## config.mk

```make
export PLATFORM = sky130hd
export DESIGN_NAME = shift_deserializer_flat
export DESIGN_NICKNAME = d
export VERILOG_FILES = /design/src/rtl/shift_pkg.sv /design/src/rtl/shift_deserializer_if.sv /design/src/rtl/shift_out_hold.sv /design/src/rtl/shift_deserializer.sv /design/src/flat_wrapper.sv
export SDC_FILE = /design/constraint.sdc
export NUM_CORES = 1
export LEC_CHECK = 0
export ABC_AREA = 1
export BUFFER_PORTS_ARGS = -buffer_cell sky130_fd_sc_hd__buf_4
export CORE_AREA = 2 2 39 41
export CTS_BUF_LIST = sky130_fd_sc_hd__clkbuf_8
export DETAILED_ROUTE_END_ITERATION = 10
export DIE_AREA = 0 0 41 43
export PLACE_DENSITY = 0.83
export SLEW_MARGIN = 25
export SYNTH_ARGS = -nofsm -noshare
export SYNTH_HDL_FRONTEND = slang
export SYNTH_SLANG_ARGS = --single-unit
```

## constraint.sdc

```tcl
create_clock -name clk -period 1.8 [get_ports clk]
set_input_delay 0.27 -clock clk [delete_from_list [all_inputs] [get_ports clk]]
set_output_delay 0.27 -clock clk [all_outputs]
set_load 0.03 [all_outputs]
```

## src/rtl/shift_pkg.sv

```systemverilog
// Shared types and helpers for the serial-to-parallel receiver.
package shift_pkg;

    typedef enum logic {
        DIR_LSB_FIRST = 1'b0,
        DIR_MSB_FIRST = 1'b1
    } shift_dir_e;

    typedef enum logic {
        ST_IDLE  = 1'b0,
        ST_SHIFT = 1'b1
    } shift_state_e;

    // Bit-count register width for a word of w bits (w >= 2).
    function automatic int unsigned cnt_width(input int unsigned w);
        return (w > 32'd1) ? int'($clog2(w)) : 32'd1;
    endfunction

endpackage

```

## src/rtl/shift_deserializer_if.sv

```systemverilog
// Serial input and valid/ready word output of the deserializer.
interface shift_deserializer_if #(
    parameter int unsigned WIDTH = 4
);
    logic             ser_in;
    logic             ser_valid;
    logic             msb_first;
    logic             flush;
    logic [WIDTH-1:0] out_data;
    logic             out_valid;
    logic             out_ready;
    logic             busy;
    logic             overrun;

    modport master (
        output ser_in, ser_valid, msb_first, flush, out_ready,
        input  out_data, out_valid, busy, overrun
    );

    modport slave (
        input  ser_in, ser_valid, msb_first, flush, out_ready,
        output out_data, out_valid, busy, overrun
    );
endinterface

```

## src/rtl/shift_out_hold.sv

```systemverilog
// One-entry valid/ready holding register; flags completed words that find it full.
module shift_out_hold #(
    parameter int unsigned WIDTH = 4
) (
    input  logic             clk,
    input  logic             reset_n,
    input  logic             load,
    input  logic [WIDTH-1:0] word,
    input  logic             ready,
    output logic [WIDTH-1:0] data,
    output logic             valid,
    output logic             overrun
);

    logic drain;

    assign drain = valid & ready;

    // A same-edge drain frees the slot, so a completing word is accepted.
    always_ff @(posedge clk or negedge reset_n) begin
        if (!reset_n) begin
            data    <= '0;
            valid   <= 1'b0;
            overrun <= 1'b0;
        end else begin
            overrun <= 1'b0;
            if (load) begin
                if (!valid || drain) begin
                    data  <= word;
                    valid <= 1'b1;
                end else begin
                    overrun <= 1'b1;
                end
            end else if (drain) begin
                valid <= 1'b0;
            end
        end
    end

endmodule

```

## src/rtl/shift_deserializer.sv

```systemverilog
// Serial-to-parallel receiver: collects WIDTH qualified bits MSB- or LSB-first
// and hands each word to a one-entry output holding register.
module shift_deserializer #(
    parameter int unsigned WIDTH = 4
) (
    input logic                 clk,
    input logic                 reset_n,
    shift_deserializer_if.slave bus
);
    import shift_pkg::*;

    localparam int unsigned CW = cnt_width(WIDTH);

    shift_state_e     state, state_n;
    logic [CW-1:0]    cnt, cnt_n;
    logic [WIDTH-1:0] sr, sr_n, shifted;
    shift_dir_e       dir, dir_n, cur_dir;
    logic             word_done;

    always_ff @(posedge clk or negedge reset_n) begin
        if (!reset_n) begin
            state <= ST_IDLE;
            cnt   <= '0;
            sr    <= '0;
            dir   <= DIR_MSB_FIRST;
        end else begin
            state <= state_n;
            cnt   <= cnt_n;
            sr    <= sr_n;
            dir   <= dir_n;
        end
    end

    // Direction is sampled only on the first bit of a word.
    always_comb begin
        state_n   = state;
        cnt_n     = cnt;
        sr_n      = sr;
        dir_n     = dir;
        word_done = 1'b0;
        cur_dir   = (state == ST_IDLE) ? shift_dir_e'(bus.msb_first) : dir;
        shifted   = (cur_dir == DIR_MSB_FIRST) ? {sr[WIDTH-2:0], bus.ser_in}
                                               : {bus.ser_in, sr[WIDTH-1:1]};
        if (bus.flush) begin
            state_n = ST_IDLE;
            cnt_n   = '0;
            sr_n    = '0;
        end else if (bus.ser_valid) begin
            dir_n = cur_dir;
            if (cnt == CW'(WIDTH - 1)) begin
                word_done = 1'b1;
                state_n   = ST_IDLE;
                cnt_n     = '0;
                sr_n      = '0;
            end else begin
                state_n = ST_SHIFT;
                cnt_n   = CW'(cnt + 1'b1);
                sr_n    = shifted;
            end
        end
    end

    assign bus.busy = (state == ST_SHIFT);

    shift_out_hold #(
        .WIDTH (WIDTH)
    ) u_hold (
        .clk     (clk),
        .reset_n (reset_n),
        .load    (word_done),
        .word    (shifted),
        .ready   (bus.out_ready),
        .data    (bus.out_data),
        .valid   (bus.out_valid),
        .overrun (bus.overrun)
    );

endmodule

```

## src/flat_wrapper.sv

```systemverilog
// flat-port wrapper written by rule: the top's interface ports become plain ports
module shift_deserializer_flat import shift_pkg::*;
#(
    parameter int unsigned WIDTH = 4
)
  (clk, reset_n, bus_ser_in, bus_ser_valid, bus_msb_first, bus_flush, bus_out_ready, bus_out_data, bus_out_valid, bus_busy, bus_overrun);
  shift_deserializer_if #(.WIDTH(WIDTH)) bus_i ();
  input logic clk;
  input logic reset_n;
  input wire logic [$bits(bus_i.ser_in)-1:0] bus_ser_in;
  input wire logic [$bits(bus_i.ser_valid)-1:0] bus_ser_valid;
  input wire logic [$bits(bus_i.msb_first)-1:0] bus_msb_first;
  input wire logic [$bits(bus_i.flush)-1:0] bus_flush;
  input wire logic [$bits(bus_i.out_ready)-1:0] bus_out_ready;
  output wire logic [$bits(bus_i.out_data)-1:0] bus_out_data;
  output wire logic [$bits(bus_i.out_valid)-1:0] bus_out_valid;
  output wire logic [$bits(bus_i.busy)-1:0] bus_busy;
  output wire logic [$bits(bus_i.overrun)-1:0] bus_overrun;
  assign bus_i.ser_in = bus_ser_in;
  assign bus_i.ser_valid = bus_ser_valid;
  assign bus_i.msb_first = bus_msb_first;
  assign bus_i.flush = bus_flush;
  assign bus_i.out_ready = bus_out_ready;
  assign bus_out_data = bus_i.out_data;
  assign bus_out_valid = bus_i.out_valid;
  assign bus_busy = bus_i.busy;
  assign bus_overrun = bus_i.overrun;
  shift_deserializer #(.WIDTH(WIDTH)) u_core (.clk(clk), .reset_n(reset_n), .bus(bus_i));
endmodule
```

======== Word-level counts from Yosys, hierarchy flattened ========
Cells that the tools add are included.
Widths: inputs -> output; s select.
word-level totals
  register bits after elaboration ......... 14
  input port bits ......................... 7
  output and inout port bits .............. 7
  word-level logic and storage cells ...... 38
cells by class
  $add $sub $neg .......................... 1
  eq/ne operators ......................... 2
  muxes and demuxes ....................... 19
  bitwise operators ....................... 2
  reduce and logical (&&, ||, !) cells .... 7
operators with widths
  operator             count
  $mux 4               4
  $mux 1               12
  $mux 2               3
  $reduce_and 2->1     3
  $reduce_bool 2->1    2
  $add 2x1->2 const B  1
  $eq 2x2->1 const B   1
  $ne 2x1->1 const B   1
  $and 1x1->1          1
  $logic_not 1->1      1
  $logic_or 1x1->1     1
  $not 1->1            1

======== Longest topological paths before layout ========
  depth in word-level cells ............... 6
  depth in mapped cells ................... 6
  mapped depth without buffers ............ 6

======== Modules after synthesis ========
From an unflattened synthesis, not the netlist that was laid out.
second synthesis, totals
  cell total of the unflattened synthesis .. 86
  area, all modules ....................... 699.4 um^2
by module, submodules not included
  module              times used  cells each  area an instance (um^2)  sequential area each (um^2)
  shift_deserializer  1           62          471.7                    201.4
  shift_out_hold      1           24          227.7                    150.1

======== Worst setup path after synthesis ========
OpenSTA, ideal clock, no wires.
  kind .................................... reg2reg
  start ................................... register u_core.state, in the netlist u_core.bus.busy
  end ..................................... register u_core.u_hold.data[0]
  setup time .............................. 0.117 ns
  arrival ................................. 0.968 ns
  required time ........................... 1.683 ns
  path slack .............................. 0.714 ns
  cell stages (with the launch flop) ...... 6
  path buffers ............................ 0
  clock period less this slack ............ 1.086 ns
  path through ............................ dfrtp_1 > inv_1 > nand2_1 > nand3_1 > nand3_1 > nand2_1
on the way
  word-level cells in the longest chain between the ends .. 2
RTL lines
  what                    line                      source
  from (decl)             shift_deserializer.sv:14  shift_state_e state, state_n;
  from (signal assigned)  shift_deserializer.sv:27  state <= state_n;
  $mux 1                  shift_deserializer.sv:41  cur_dir = (state == ST_IDLE) ? shift_dir_e'(bus.msb_first) : dir;
  $mux 4                  shift_deserializer.sv:42  shifted = (cur_dir == DIR_MSB_FIRST) ? {sr[WIDTH-2:0], bus.ser_in}
  to (signal assigned)    shift_out_hold.sv:29      data <= word;
  to (decl)               shift_out_hold.sv:10      output logic [WIDTH-1:0] data,
Every way passes these cells.
A chain may end at the register's enable or synchronous reset.

======== Worst setup path in the final report ========
  start ................................... register u_core.cnt[0]
  end ..................................... register u_core.state, in the netlist u_core.bus.busy
on the way
  word-level cells in the longest chain between the ends .. 4
RTL lines
  what                    line                      source
  from (decl)             shift_deserializer.sv:15  logic [CW-1:0] cnt, cnt_n;
  from (signal assigned)  shift_deserializer.sv:28  cnt <= cnt_n;
  $eq 2x2->1              shift_deserializer.sv:50  if (cnt == CW'(WIDTH - 1)) begin
  $mux 1                  shift_deserializer.sv:50
  $mux 1                  shift_deserializer.sv:48  end else if (bus.ser_valid) begin
  $mux 1                  shift_deserializer.sv:44  if (bus.flush) begin
Every way passes these cells. The select of a mux whose other input is x is not followed.

==> results.yml <==
grt:
  grt_pass1_wl_mm: 2.46
  gr-total-overflow: 0
  grt_pass1_vias: 586
  grt_max_degree: 15
  grt_antenna_before_repair: 0
  grt_use_total_pct: 21.9
yosys:
  synth_seq_area_share_pct: 53.2
  yosysMostFrequentCell: "nand2_1"
  synth_top_area_cell: "dfrtp_1"
  ys_async_sr_fraction_pct: 100
  synth_warnings: 0
  synth_cell_type_count: 13
  syn_nets: 91
  synthTopCellsByArea: "dfrtp_1 49%, nand2_1 15%, nand3_1 13%"
  synth_seq_cells: 14
  synth-edff-count: 0
  synth_ff_type: "dfrtp_1"
  netlist.area_leader.share_pct: 49.2
  synth_common_cells: "27 x nand2_1, 17 x nand3_1, 14 x inv_1"
  netlist_area_um2: 661
  avgSynthCellArea_um2: 7.96
  synth_cells: 83
cells_and_area:
  drive_above_1_share_pct: 22.8
  seqCellArea_um2: 352
  fin_cells: 117
  syn2layout_area_growth_pct: 27.7
  final_nets: 110
  fillers: 107
  multi_input_area_um2: 249
  n_antenna_cell: 0
sta:
  finalSetupViolCount: 0
  max_clock_freq_ghz: 0.813
  worst_slew_pin_slew_ps: 266
  rsz0062_at_grt: "false"
  relSlewSlack_pct: 82.1
  finalCriticalPeriod_ps: 1230
  fin_crit_sh_pct: 68.3
  final-max-slew-violation-count: 0
  tns_ps: 0
  hold_viol: 0
  finalClockSkew_ps: 1.99
power:
  internal_power_w: 0.000591
  p_sw_w: 0.000226
  clockPowerShare_pct: 37.3
  pwr-share-comb_pct: 18.3
  sw_frac_of_total_pct: 27.7
  power_density_mw_per_mm2: 969
  ir_drop_mv: 0.573
  power_w: 0.000817
  leakage_nw: 0.486
  seqPwrFrac_pct: 44.4
die:
  die_height_um: 43
  num_rows: 14
  die_w_um: 41
  die_area_mm2: 0.00176
  io_pins: 14
  start_util_pct: 47.7
  core_mm2: 0.00138
clock_tree:
  ctsHtreeMaxLevel: 1
  cts-root-buf: "clkbuf_8"
  cts_buffers: 3
  cts.path.max_buffers: 2
  cts_resized: 0
  clkTransAtPathRegs_ps: 60
  hold_buffers: 1
  post_cts.repair.setup_buffers: 0
  clk_latency_ps: 240
  cts_tree: "done"
  clock_sinks: 14
placed_design:
  io_buffer_count: 13
  routabilityCongestion: 0.841
  hpwlAfterDp_mm: 1.06
  dp_cells: 112
critical_path:
  worstPathArrival_ps: 1360
  slowest_delay_ps: 400
  criticalPathCategory: "register to register"
  cp-start-kind: "register"
  crit_fanout: 5
  critical_path.slowest_cell: "dfrtp_1"
  cp_cell_sequence: "ha_1, nor2_2, inv_1, o21ai_0"
  cp.required_ps: 1940
  endpoint_kind: "register"
route:
  drcViolationCount: 0
  via_per_inst: 5.29
  num_vias: 619
  drt_iter0_markers: 23
  dr.pass1.iters: 6
  wire_per_inst_um: 13.3
  ant_nets: 0
  wirelength_mm: 1.56
run:
  max-cap-violations: 0
worst_hold_path:
  hp-class: "primary input to register"
run_status:
  status: "finished, final reports clean"
## sequential cells by signal, summed over array words and instances, names as in the netlist
register	flops
u_core.cnt	2
u_core.u_hold.valid	1
u_core.u_hold.data	4
u_core.bus.busy	1
u_core.u_hold.overrun	1
u_core.dir	1
u_core.sr	4
## stage by stage
stage                     hold WS, ps  utilization, %  setup WS, ps  area [µm²]
final                             320            60.9           571         843
after global routing              335            60.9           546         843
after CTS                         319            60.9           608         843
after detailed placement          126            56.2           667         778
after global placement            124            56.2           706         778
after floorplan                 -25.6               -           714         661
## logic make-up after synthesis
| kind of cell | count (synthesis) | share of synthesized area (%) |
|---|---|---|
| AND/OR/NAND/NOR | 49 | 33.5 |
| flip-flops | 14 | 53.2 |
| buffers and inverters | 16 | 9.09 |
| AO/OA/AOI/OAI | 3 | 2.27 |
| adder cells (fa/ha/maj) | 1 | 1.89 |
## area by class of cell
class	count	share of cell area, %
multi-input combinational	53	29.5
clock buffer	4	6.53
timing repair buffer	14	12.8
sequential	14	41.7
inverter	16	7.12
tap	16	2.37
## metal layers
layer,GRT usage (%),vias to the layer above,share of wire [%]
li1,-,294,-
met3,7.85,8,6.8
met2,35.3,35,52
met5,0,-,0
met4,13.3,0,3.5
met1,22.7,282,38
## worst max-delay path, delay by kind of cell (launching register included)
kind                     cells  cell delay (ps)
flip-flops                   1              400
AND/OR/NAND/NOR              1              230
buffers and inverters        1              120
AO/OA/AOI/OAI                1              140
adder cells (fa/ha/maj)      1              240
## final timing paths
check / start / to / slack [ps] / cells past startpoint
max reg2reg: u_core.cnt[0]$_DFFE_PN0P_ / u_core.bus.busy$_DFFE_PN0P_ / 570 / 4
max in group asynchronous: reset_n / u_core.dir$_DFFE_PN1P_ / 1150 / 2
min in group asynchronous: reset_n / u_core.u_hold.data[0]$_DFFE_PN0P_ / 410 / 2
min reg2reg: u_core.cnt[1]$_DFFE_PN0P_ / u_core.cnt[1]$_DFFE_PN0P_ / 480 / 2
min: bus_out_ready / u_core.u_hold.overrun$_DFF_PN0_ / 320 / 4
max: u_core.cnt[0]$_DFFE_PN0P_ / u_core.bus.busy$_DFFE_PN0P_ / 570 / 4
## layout by cell type, fill, tap and decap left out, types with 2 or more instances in the layout
master and count:
inv_1 14, clkbuf_8 4, nand3_1 17, buf_4 13, inv_2 2, nand2_1 27
o21ai_0 2, nor2_1 2, dfrtp_1 13
## power groups by stage
stage / Sequential, W / Combinational, W / Clock (W)
global route: 0.000366 / 0.000164 / 0.000334
global placement: 0.000366 / 0.000138 / 0
finish: 0.000363 / 0.000150 / 0.000305
floorplan: 0.000392 / 0.0000613 / 0
detailed placement: 0.000367 / 0.000142 / 0
CTS: 0.000363 / 0.000148 / 0.000309
Note: power is estimated with default switching activity, not from simulation.
